==> src/rtl/tiny_rv_pkg.sv <==
// Shared constants for the tiny_rv core: opcodes, load funct3 codes and the
// write-back FSM state type.
package tiny_rv_pkg;

  localparam logic [6:0] OPC_LUI    = 7'b0110111;
  localparam logic [6:0] OPC_AUIPC  = 7'b0010111;
  localparam logic [6:0] OPC_JAL    = 7'b1101111;
  localparam logic [6:0] OPC_JALR   = 7'b1100111;
  localparam logic [6:0] OPC_OP_IMM = 7'b0010011;
  localparam logic [6:0] OPC_OP     = 7'b0110011;
  localparam logic [6:0] OPC_LOAD   = 7'b0000011;
  localparam logic [6:0] OPC_STORE  = 7'b0100011;

  localparam logic [2:0] F3_LB  = 3'b000;
  localparam logic [2:0] F3_LH  = 3'b001;
  localparam logic [2:0] F3_LW  = 3'b010;
  localparam logic [2:0] F3_LBU = 3'b100;
  localparam logic [2:0] F3_LHU = 3'b101;

  typedef enum logic {
    IDLE      = 1'b0,
    WAIT_LOAD = 1'b1
  } wb_state_t;

  // True for every opcode that produces a register-file write.
  function automatic logic opcode_writes(input logic [6:0] opcode);
    logic writes;
    case (opcode)
      OPC_LUI, OPC_AUIPC, OPC_JAL, OPC_JALR,
      OPC_OP_IMM, OPC_OP, OPC_LOAD: writes = 1'b1;
      default:                      writes = 1'b0;
    endcase
    return writes;
  endfunction

endpackage

==> src/rtl/tiny_rv_load_align.sv <==
// Load-data aligner: selects the addressed byte/half of a little-endian word
// and sign- or zero-extends it according to funct3.
module tiny_rv_load_align
  import tiny_rv_pkg::*;
(
  input  logic [31:0] rdata,
  input  logic [2:0]  funct3,
  input  logic [1:0]  addr_lo,
  output logic [31:0] aligned
);

  logic [7:0]  byte_v;
  logic [15:0] half_v;

  always_comb begin
    byte_v = rdata[7:0];
    unique case (addr_lo)
      2'd0: byte_v = rdata[7:0];
      2'd1: byte_v = rdata[15:8];
      2'd2: byte_v = rdata[23:16];
      2'd3: byte_v = rdata[31:24];
      default: byte_v = rdata[7:0];
    endcase
  end

  // Misaligned halfword: addr_lo[0] is dropped.
  assign half_v = addr_lo[1] ? rdata[31:16] : rdata[15:0];

  always_comb begin
    aligned = rdata;
    case (funct3)
      F3_LB:   aligned = {{24{byte_v[7]}}, byte_v};
      F3_LBU:  aligned = {24'h0, byte_v};
      F3_LH:   aligned = {{16{half_v[15]}}, half_v};
      F3_LHU:  aligned = {16'h0, half_v};
      F3_LW:   aligned = rdata;
      default: aligned = rdata;
    endcase
  end

endmodule

==> src/rtl/tiny_rv_wb.sv <==
// tiny_rv write-back stage: register-file commit, load wait/alignment and
// forwarding sources. Define TINY_RV_WB_RETIRE_CNT_EN to add the o_instret counter.
module tiny_rv_wb
  import tiny_rv_pkg::*;
(
  input  logic        i_clk,
  input  logic        i_reset_n,
  input  logic        i_pipe_stall,
  input  logic        mem_valid,
  input  logic [6:0]  mem_opcode,
  input  logic [4:0]  mem_rd,
  input  logic [2:0]  mem_funct3,
  input  logic [31:0] mem_result,
  input  logic [1:0]  mem_addr_lo,
  input  logic        dmem_rvalid,
  input  logic [31:0] dmem_rdata,
  output logic        wr_en,
  output logic [4:0]  wr_reg,
  output logic [31:0] wr_data,
  output logic [4:0]  of1_reg,
  output logic [31:0] of1_val,
  output logic [4:0]  of2_reg,
  output logic [31:0] of2_val,
  output logic [4:0]  o_mem_load_rd,
`ifdef TINY_RV_WB_RETIRE_CNT_EN
  output logic        o_stall_req,
  output logic [63:0] o_instret
`else
  output logic        o_stall_req
`endif
);

  logic mem_writes;
  logic mem_is_load;
  logic capture;
  logic load_rsp;

  logic        wb_valid_q;
  logic [4:0]  wb_rd_q;
  logic [2:0]  wb_funct3_q;
  logic [1:0]  wb_addr_lo_q;
  logic [31:0] wb_result_q;
  logic        wb_is_load_q;

  wb_state_t   state_q, state_d;
  logic [31:0] load_data;

  assign mem_writes  = opcode_writes(mem_opcode);
  assign mem_is_load = (mem_opcode == OPC_LOAD);
  assign capture     = !i_pipe_stall;
  assign load_rsp    = (state_q == WAIT_LOAD) && dmem_rvalid;

  always_ff @(posedge i_clk or negedge i_reset_n) begin
    if (!i_reset_n) begin
      wb_valid_q   <= 1'b0;
      wb_rd_q      <= 5'd0;
      wb_funct3_q  <= 3'd0;
      wb_addr_lo_q <= 2'd0;
      wb_result_q  <= 32'd0;
      wb_is_load_q <= 1'b0;
    end else if (capture) begin
      wb_valid_q   <= mem_valid;
      wb_rd_q      <= mem_writes ? mem_rd : 5'd0;
      wb_funct3_q  <= mem_funct3;
      wb_addr_lo_q <= mem_addr_lo;
      wb_result_q  <= mem_result;
      wb_is_load_q <= mem_is_load;
    end
  end

  // A load captured on the same edge as the old response keeps us waiting.
  always_comb begin
    state_d = state_q;
    if (load_rsp) begin
      state_d = IDLE;
    end
    if (capture && mem_valid && mem_is_load) begin
      state_d = WAIT_LOAD;
    end
  end

  always_ff @(posedge i_clk or negedge i_reset_n) begin
    if (!i_reset_n) begin
      state_q <= IDLE;
    end else begin
      state_q <= state_d;
    end
  end

  tiny_rv_load_align u_load_align (
    .rdata   (dmem_rdata),
    .funct3  (wb_funct3_q),
    .addr_lo (wb_addr_lo_q),
    .aligned (load_data)
  );

  always_comb begin
    wr_reg = wb_rd_q;
    if (wb_is_load_q) begin
      wr_en   = load_rsp && (wb_rd_q != 5'd0);
      wr_data = load_data;
    end else begin
      wr_en   = wb_valid_q && (wb_rd_q != 5'd0);
      wr_data = wb_result_q;
    end
  end

  assign o_stall_req = (state_q == WAIT_LOAD) && !dmem_rvalid;

  assign of2_reg = wr_en ? wr_reg : 5'd0;
  assign of2_val = wr_data;

  assign of1_reg       = (mem_valid && mem_writes && !mem_is_load) ? mem_rd : 5'd0;
  assign of1_val       = mem_result;
  assign o_mem_load_rd = (mem_valid && mem_is_load) ? mem_rd : 5'd0;

`ifdef TINY_RV_WB_RETIRE_CNT_EN
  logic [63:0] instret_q;
  logic [1:0]  retire_inc;

  // A load response and a captured non-load can retire on the same edge.
  assign retire_inc = {1'b0, capture && mem_valid && !mem_is_load} + {1'b0, load_rsp};

  always_ff @(posedge i_clk or negedge i_reset_n) begin
    if (!i_reset_n) begin
      instret_q <= 64'd0;
    end else begin
      instret_q <= instret_q + 64'(retire_inc);
    end
  end

  assign o_instret = instret_q;
`endif

endmodule

==> config.mk <==
export PLATFORM = sky130hd
export DESIGN_NAME = tiny_rv_wb
export DESIGN_NICKNAME = d
export VERILOG_FILES = /design/src/rtl/tiny_rv_pkg.sv /design/src/rtl/tiny_rv_load_align.sv /design/src/rtl/tiny_rv_wb.sv
export SDC_FILE = /design/constraint.sdc
export NUM_CORES = 1
export LEC_CHECK = 0
export ABC_AREA = 1
export CAP_MARGIN = 10
export CORE_UTILIZATION = 43
export DETAILED_ROUTE_END_ITERATION = 10
export PLACE_DENSITY_LB_ADDON = 0.12
export SKIP_LAST_GASP = 1
export SYNTH_ARGS = -nofsm -noshare
export SYNTH_HDL_FRONTEND = slang
export SYNTH_HIERARCHICAL = 1
export SYNTH_SLANG_ARGS = --single-unit
==> constraint.sdc <==
create_clock -name i_clk -period 4.85 [get_ports i_clk]
set_input_delay 0.97 -clock i_clk [delete_from_list [all_inputs] [get_ports i_clk]]
set_output_delay 0.97 -clock i_clk [all_outputs]
set_load 0.005 [all_outputs]
==> key figures, run 1 <==
Detailed routing
  • Residual DRC: 0
  • DR vias: 3836
  • Vias per cell: 4.893
  • Post-Route WL: 10630 µm
  • Drt pass-1 iters: 6
  • Final ANT Viol Nets: 0
  • Drt wl/cell: 13.55 µm
  • DRT iter0 DRCs: 199

CTS
  • Post-CTS Hold Fix Bufs: 0
  • Clock sink count: 45
  • Postcts setup bufs: 0
  • H-tree Lvls: 2
  • Clock slew at reported path FFs: 90 ps
  • CTS tree: done
  • Skew-Pair Late Insertion Delay: 300 ps
  • CTS resizes: 0
  • CTS buffer count: 5
  • Root buffer cell: clkbuf_8
  • Clock Path Buffers: 2

Final layout
  • Final Core Density: 63.95%
  • Area Growth Syn to Fin: 42.06%
  • Commonest non-fill, non-tap cell in the layout: clkdlybuf4s50_1
  • Filler instances: 737
  • Max reg flops: 32
  • Layout cell share with drive strength beyond 1: 5.449%
  • Final net count: 764
  • Multi-input gate area: 1674 µm²
  • Commonest cells after routing, fill and taps aside: clkdlybuf4s50_1 (202), nand2_1 (155), o21ai_0 (79), inv_1 (60), nor2_1 (46)
  • Diode count: 0
  • FF+latch area: 1127 µm²

Critical path
  • Sum of buffers and inverters on the critical path: 3
  • CP required: 3880 ps
  • Largest stage delay on the critical path: 570 ps
  • Worst setup path class: in -> out
  • Worst path cell trace: clkdlybuf4s50_1, nand3_1, nand2_1, inv_1, nand2_2, nand3_4, nand3_1, nand2_1, o21ai_0, clkdlybuf4s50_1
  • Startpoint Class: input port
  • Critical path's slowest cell: clkdlybuf4s50_1
  • Max FO, Critical Path: 24
  • Critical Path AT: 3130 ps
  • Delay-heaviest family, CP: buffers and inverters
  • Crit. End Element: output pin

Timing
  • Max-slew headroom: 34.83%
  • Min Tclk post-route: 4104 ps
  • Final hold vios: 0
  • Clk_skew: 0 ps
  • Period utilization: 84.62%
  • Final number of setup-violating endpoints: 0
  • Worst-Margin Slew: 977.5 ps
  • Max-slew violations: 0
  • Setup TNS Final: 0 ps
  • FMAX: 0.2437 GHz
  • RSZ-0062 raised after global routing: false

Global route
  • GRT Overall Usage: 23.09%
  • Antenna violations before repair: 0
  • Global-route wire length before repair: 16350 µm
  • Largest net degree at the start of global routing: 72
  • Vias in the first global route: 3517
  • GR Overflow Total: 0

Yosys
  • YS warnings: 6
  • Netlist Area Pre-Place: 3736 µm²
  • Synthesized flop and latch total: 45
  • Yosys cell types: 30
  • Biggest area consumer among synthesized cells: dfrtp_1
  • Seq/Total Area, Yosys: 30.14%
  • Post-Syn Nets: 644
  • Area contributors post-synth: dfrtp_1 (30%), nand2_1 (16%), buf_4 (14%), o21ai_0 (11%), inv_1 (6.0%)
  • Synth Area per Inst: 6.695 µm²
  • Synth Instances: 558
  • Top cell type's share of synthesized area: 30.14%

Power
  • Leakage Power: 2.427 nW
  • Max VDD drop: 0.1341 mV
  • PD cells: 202.8 nW/µm²
  • Total power: 1.076 mW

Floorplan
  • Die Span X: 95.21 µm
  • Initial core utilization: 45.02%
  • Core Region: 8299 µm²
  • Die area: 9065 µm²
  • IO Pins: 204
  • Die H: 95.21 µm
  • Rows: 33

Min path
  • Worst Hold Class: reg -> reg

Placed design
  • Hpwl dp: 8155 µm
  • Number of port buffers: 203
  • Routability cong.: 0.8475

Flow run
  • Max-cap viol count: 0

Outcome
  • Outcome: complete, no violations
==> logic make-up (layout without fill, tap and decap cells) <==
group,count (synthesis),in the layout,synth area share [%]
and+or+nand+nor,257,257,30.91
buffers and inverters,156,277,25.05
AOI/OAI and AO/OA,100,100,13.90
DFF,45,45,30.14
==> synthesized netlist by cell type, drive strengths merged <==
| master | n |
|---|---|
| o21bai | 2 |
| a21oi | 8 |
| clkbuf | 5 |
| nor2 | 51 |
| o21ai | 82 |
| dfrtp | 45 |
| o22ai | 8 |
| nand3 | 40 |
| inv | 64 |
| nor3 | 1 |
| nand2 | 162 |
| nand4 | 1 |
| buf | 87 |
| or2 | 2 |
==> final cells by class <==
| class | count | share of cell area, % |
|---|---|---|
| Tap cell | 105 | 2.475 |
| Inverter | 64 | 4.668 |
| Sequential cell | 45 | 21.24 |
| Clock buffer | 7 | 1.438 |
| Clock inverter | 1 | 0.1650 |
| Timing Repair Buffer | 205 | 38.47 |
| Multi-Input combinational cell | 357 | 31.54 |
==> power by group <==
| part | internal (mW) | switching [mW] | leakage, nW | total [mW] |
|---|---|---|---|---|
| combinational | 0.230 | 0.190 | 1.83 | 0.420 |
| clock | 0.103 | 0.129 | 0.0424 | 0.233 |
| sequential | 0.404 | 0.0205 | 0.557 | 0.424 |
| total | 0.737 | 0.340 | 2.43 | 1.08 |
==> path summary, 6_finish.rpt <==
path	from	to	slack [ps]	cells after the start
setup / recovery	dmem_rdata[31]	of2_val[13]	750	10
hold / removal	wb_valid_q	wb_valid_q	510	2
setup reg to reg	wb_is_load_q	wb_is_load_q	3570	2
hold reg to reg	wb_valid_q	wb_valid_q	510	2
max in group asynchronous	i_reset_n	wb_is_load_q	3680	2
min in group asynchronous	i_reset_n	wb_addr_lo_q[1]	750	2
==> routing by layer <==
metal	global-route usage [%]	share of wire [%]	vias up
met5	0	0	-
met1	29.69	43	1727
met4	6.313	1.7	0
met3	4.705	7.8	14
met2	39.11	47	159
li1	-	-	1936
==> metrics by stage <==
step	setup WS [ps]	cells	instance area, µm²	hold WS, ps
final	745.7	784	5308	507.9
after global routing	586.7	784	5308	550.6
after CTS	748.1	784	5308	513.4
after detailed placement	754.8	776	5223	493.4
after global placement	802.0	776	5223	480.8
after floorplan	2011	558	3736	470.0
==> worst min-delay path, delay by kind of cell (launching register included) <==
family,cells,cell delay (ps)
flops,1,370
compound gates,1,60
simple gates,1,50
Note: power is estimated with default switching activity, not from simulation.
==> run 2, diff against run 1 <==
--- a/config.mk
+++ b/config.mk
@@ -7,7 +7,7 @@
 export LEC_CHECK = 0
 export ABC_AREA = 1
 export CAP_MARGIN = 10
-export CORE_UTILIZATION = 43
+export CORE_UTILIZATION = 40
 export DETAILED_ROUTE_END_ITERATION = 10
 export PLACE_DENSITY_LB_ADDON = 0.12
 export SKIP_LAST_GASP = 1
==> constraint.sdc (replaced) <==
create_clock -name i_clk -period 4.13 [get_ports i_clk]
set_input_delay 0.826 -clock i_clk [delete_from_list [all_inputs] [get_ports i_clk]]
set_output_delay 0.826 -clock i_clk [all_outputs]
set_load 0.005 [all_outputs]
==> key figures, run 2 (synthesis gave the netlist of run 1 again) <==
Outcome
  • Outcome: complete, no violations

Global route
  • Largest net degree at the start of global routing: 72 (unchanged)
  • Met2 GRT Util: 39.92% (+0.82 points)
  • Global-route wire length before repair: 18030 µm (+10%)
  • Vias in the first global route: 3746 (+6.5%)
  • M1 GR Usage: 29.69% (about the same)
  • Antenna violations before repair: 0 (unchanged)
  • GR Overflow Total: 0 (unchanged)
  • Met3 usage: 4.255% (-0.45 points)
  • GRT Overall Usage: 23.15% (+0.061 points)
  • Layer with the highest usage: met2

Final layout
  • Multi-input gate area: 1674 µm² (unchanged)
  • FF+latch area: 1127 µm² (unchanged)
  • Filler instances: 858 (+16%)
  • Final net count: 766 (+0.26%)
  • Area Growth Syn to Fin: 42.87%
  • Commonest non-fill, non-tap cell in the layout: clkdlybuf4s50_1
  • Max reg flops: 32 (unchanged)
  • Layout cell share with drive strength beyond 1: 6.021% (+0.57 points)
  • Commonest cells after routing, fill and taps aside: clkdlybuf4s50_1 (202), nand2_1 (155), o21ai_0 (79), inv_1 (60), nor2_1 (46)
  • Finished Layout Cells: 789 (+0.64%)
  • Diode count: 0 (unchanged)

Floorplan
  • Core Region: 8891 µm² (+7.1%)
  • IO Pins: 204 (unchanged)
  • Die Span X: 98.65 µm (+3.6%)
  • Die area: 9731 µm² (+7.3%)
  • Rows: 34 (+3.0%)
  • Initial core utilization: 42.02% (-3.0 points)
  • Die H: 98.65 µm (+3.6%)

Timing
  • Final number of setup-violating endpoints: 0 (unchanged)
  • Worst-Margin Slew: 1023 ps (+45.03 ps)
  • Min Tclk post-route: 3722 ps
  • Max-slew headroom: 31.83% (-3.0 points)
  • RSZ-0062 raised after global routing: false
  • Clk_skew: 0 ps (unchanged)
  • Period utilization: 90.13%
  • Final WS setup: 407.8 ps (-338.0 ps)
  • Setup TNS Final: 0 ps (unchanged)
  • FMAX: 0.2687 GHz
  • Final hold vios: 0 (unchanged)
  • Max-slew violations: 0 (unchanged)
  • Hold WS: 520.3 ps (+12.41 ps)

Power
  • Pint: 881.3 µW (+20%)
  • Switch share: 31.58% (about the same)
  • Max VDD drop: 0.1544 mV (+15%)
  • Sequential power share: 38.5% (-0.9 points)
  • PD cells: 241.3 nW/µm² (+19%)
  • Net Switching: 406.7 µW (+20%)
  • Clk pwr share: 22.7% (+1.1 points)
  • Total power: 1.288 mW (+20%)
  • Leakage Power: 2.446 nW (+0.79%)
  • Combinational fraction of design power: 38.8% (-0.2 points)

CTS
  • Clock sink count: 45 (unchanged)
  • CTS tree: done
  • Skew-Pair Late Insertion Delay: 300 ps (about the same)
  • Clock slew at reported path FFs: 80 ps (about the same)
  • H-tree Lvls: 2 (unchanged)
  • Postcts setup bufs: 0 (unchanged)
  • Clock Path Buffers: 2 (unchanged)
  • CTS resizes: 0 (unchanged)
  • CTS buffer count: 5 (unchanged)
  • Post-CTS Hold Fix Bufs: 0 (unchanged)
  • Root buffer cell: clkbuf_8

Detailed routing
  • Residual DRC: 0 (unchanged)
  • Drt wl/cell: 14.15 µm (+4.4%)
  • Drt pass-1 iters: 4 (-2)
  • Post-Route WL: 11170 µm (+5.1%)
  • DRT iter0 DRCs: 270 (+36%)
  • DR vias: 3881 (+1.2%)
  • Final ANT Viol Nets: 0 (unchanged)
  • Vias per cell: 4.919 (+0.53%)

Critical path
  • CP required: 3300 ps (-580 ps)
  • Critical Path AT: 2900 ps (-230 ps)
  • Startpoint Class: input port
  • Worst setup path class: in -> out
  • Max FO, Critical Path: 24 (unchanged)
  • Largest stage delay on the critical path: 570 ps (about the same)
  • Critical path's slowest cell: clkdlybuf4s50_1
  • Worst path cell trace: clkdlybuf4s50_1, nand3_1, nand2_1, inv_1, nand2_2, nand3_4, nand3_1, nand2_1, o21ai_0, clkdlybuf4s50_1
  • Crit. End Element: output pin
  • Delay-heaviest family, CP: buffers and inverters
  • Sum of buffers and inverters on the critical path: 3 (unchanged)

Placed design
  • Hpwl dp: 8732 µm (+7.1%)
  • Number of port buffers: 203 (unchanged)
  • Routability cong.: 0.9232 (+8.9%)
  • Setup WS pre-CTS: 432.6 ps (-322.2 ps)
  • Placed insts: 781 (+0.64%)

Flow run
  • Max-cap viol count: 0 (unchanged)

Min path
  • Worst Hold Class: reg -> reg
==> run 2: worst register-to-register path: cells and delay by family, from the launching register on <==
family | cells | cell delay (ps)
buffers and inverters | 1 | 260
DFF | 1 | 530
and+or+nand+nor | 2 | 150
==> run 2: cell type report <==
class	count	area share, %
clock inverters	2	0.2579
well taps	108	2.532
multi-input cells	357	31.36
repair buffers	207	38.54
clock buffers	6	1.547
flip-flops and latches	45	21.12
inverters	64	4.641
==> run 2: path summary, 6_finish.rpt <==
check,start,endpoint,slack (ps),depth (start not counted)
worst min-delay path,wb_valid_q,wb_valid_q,520,2
worst max register to register,wb_addr_lo_q[1],wb_addr_lo_q[1],3140,3
min in group asynchronous,i_reset_n,wb_result_q[22],680,1
worst min register to register,wb_valid_q,wb_valid_q,520,2
worst max-delay path,dmem_rdata[31],of2_val[13],410,10
max in group asynchronous,i_reset_n,wb_is_load_q,2740,1
==> run 2: per-layer routing <==
layer,share of wire (%),wire (µm)
met1,43,4780
met2,48,5367
met3,7.1,796
met4,2.0,223
met5,0,0
==> run 2: power by group through the flow <==
stage                     logic [mW]  registers [mW]  clock network (mW)
after global placement         0.492           0.503                   0
after detailed placement       0.499           0.505                   0
after floorplan                0.284           0.495                   0
after CTS                      0.502           0.496               0.301
after global routing           0.548           0.500               0.317
final                          0.499           0.496               0.293
==> run 2: through the flow <==
step	util, %	instance area, µm²
5_1_grt	60.03	5338
4_1_cts	60.03	5338
2_1_floorplan	-	3736
3_3_place_gp	58.95	5241
6_report	60.03	5338
3_5_place_dp	58.95	5241
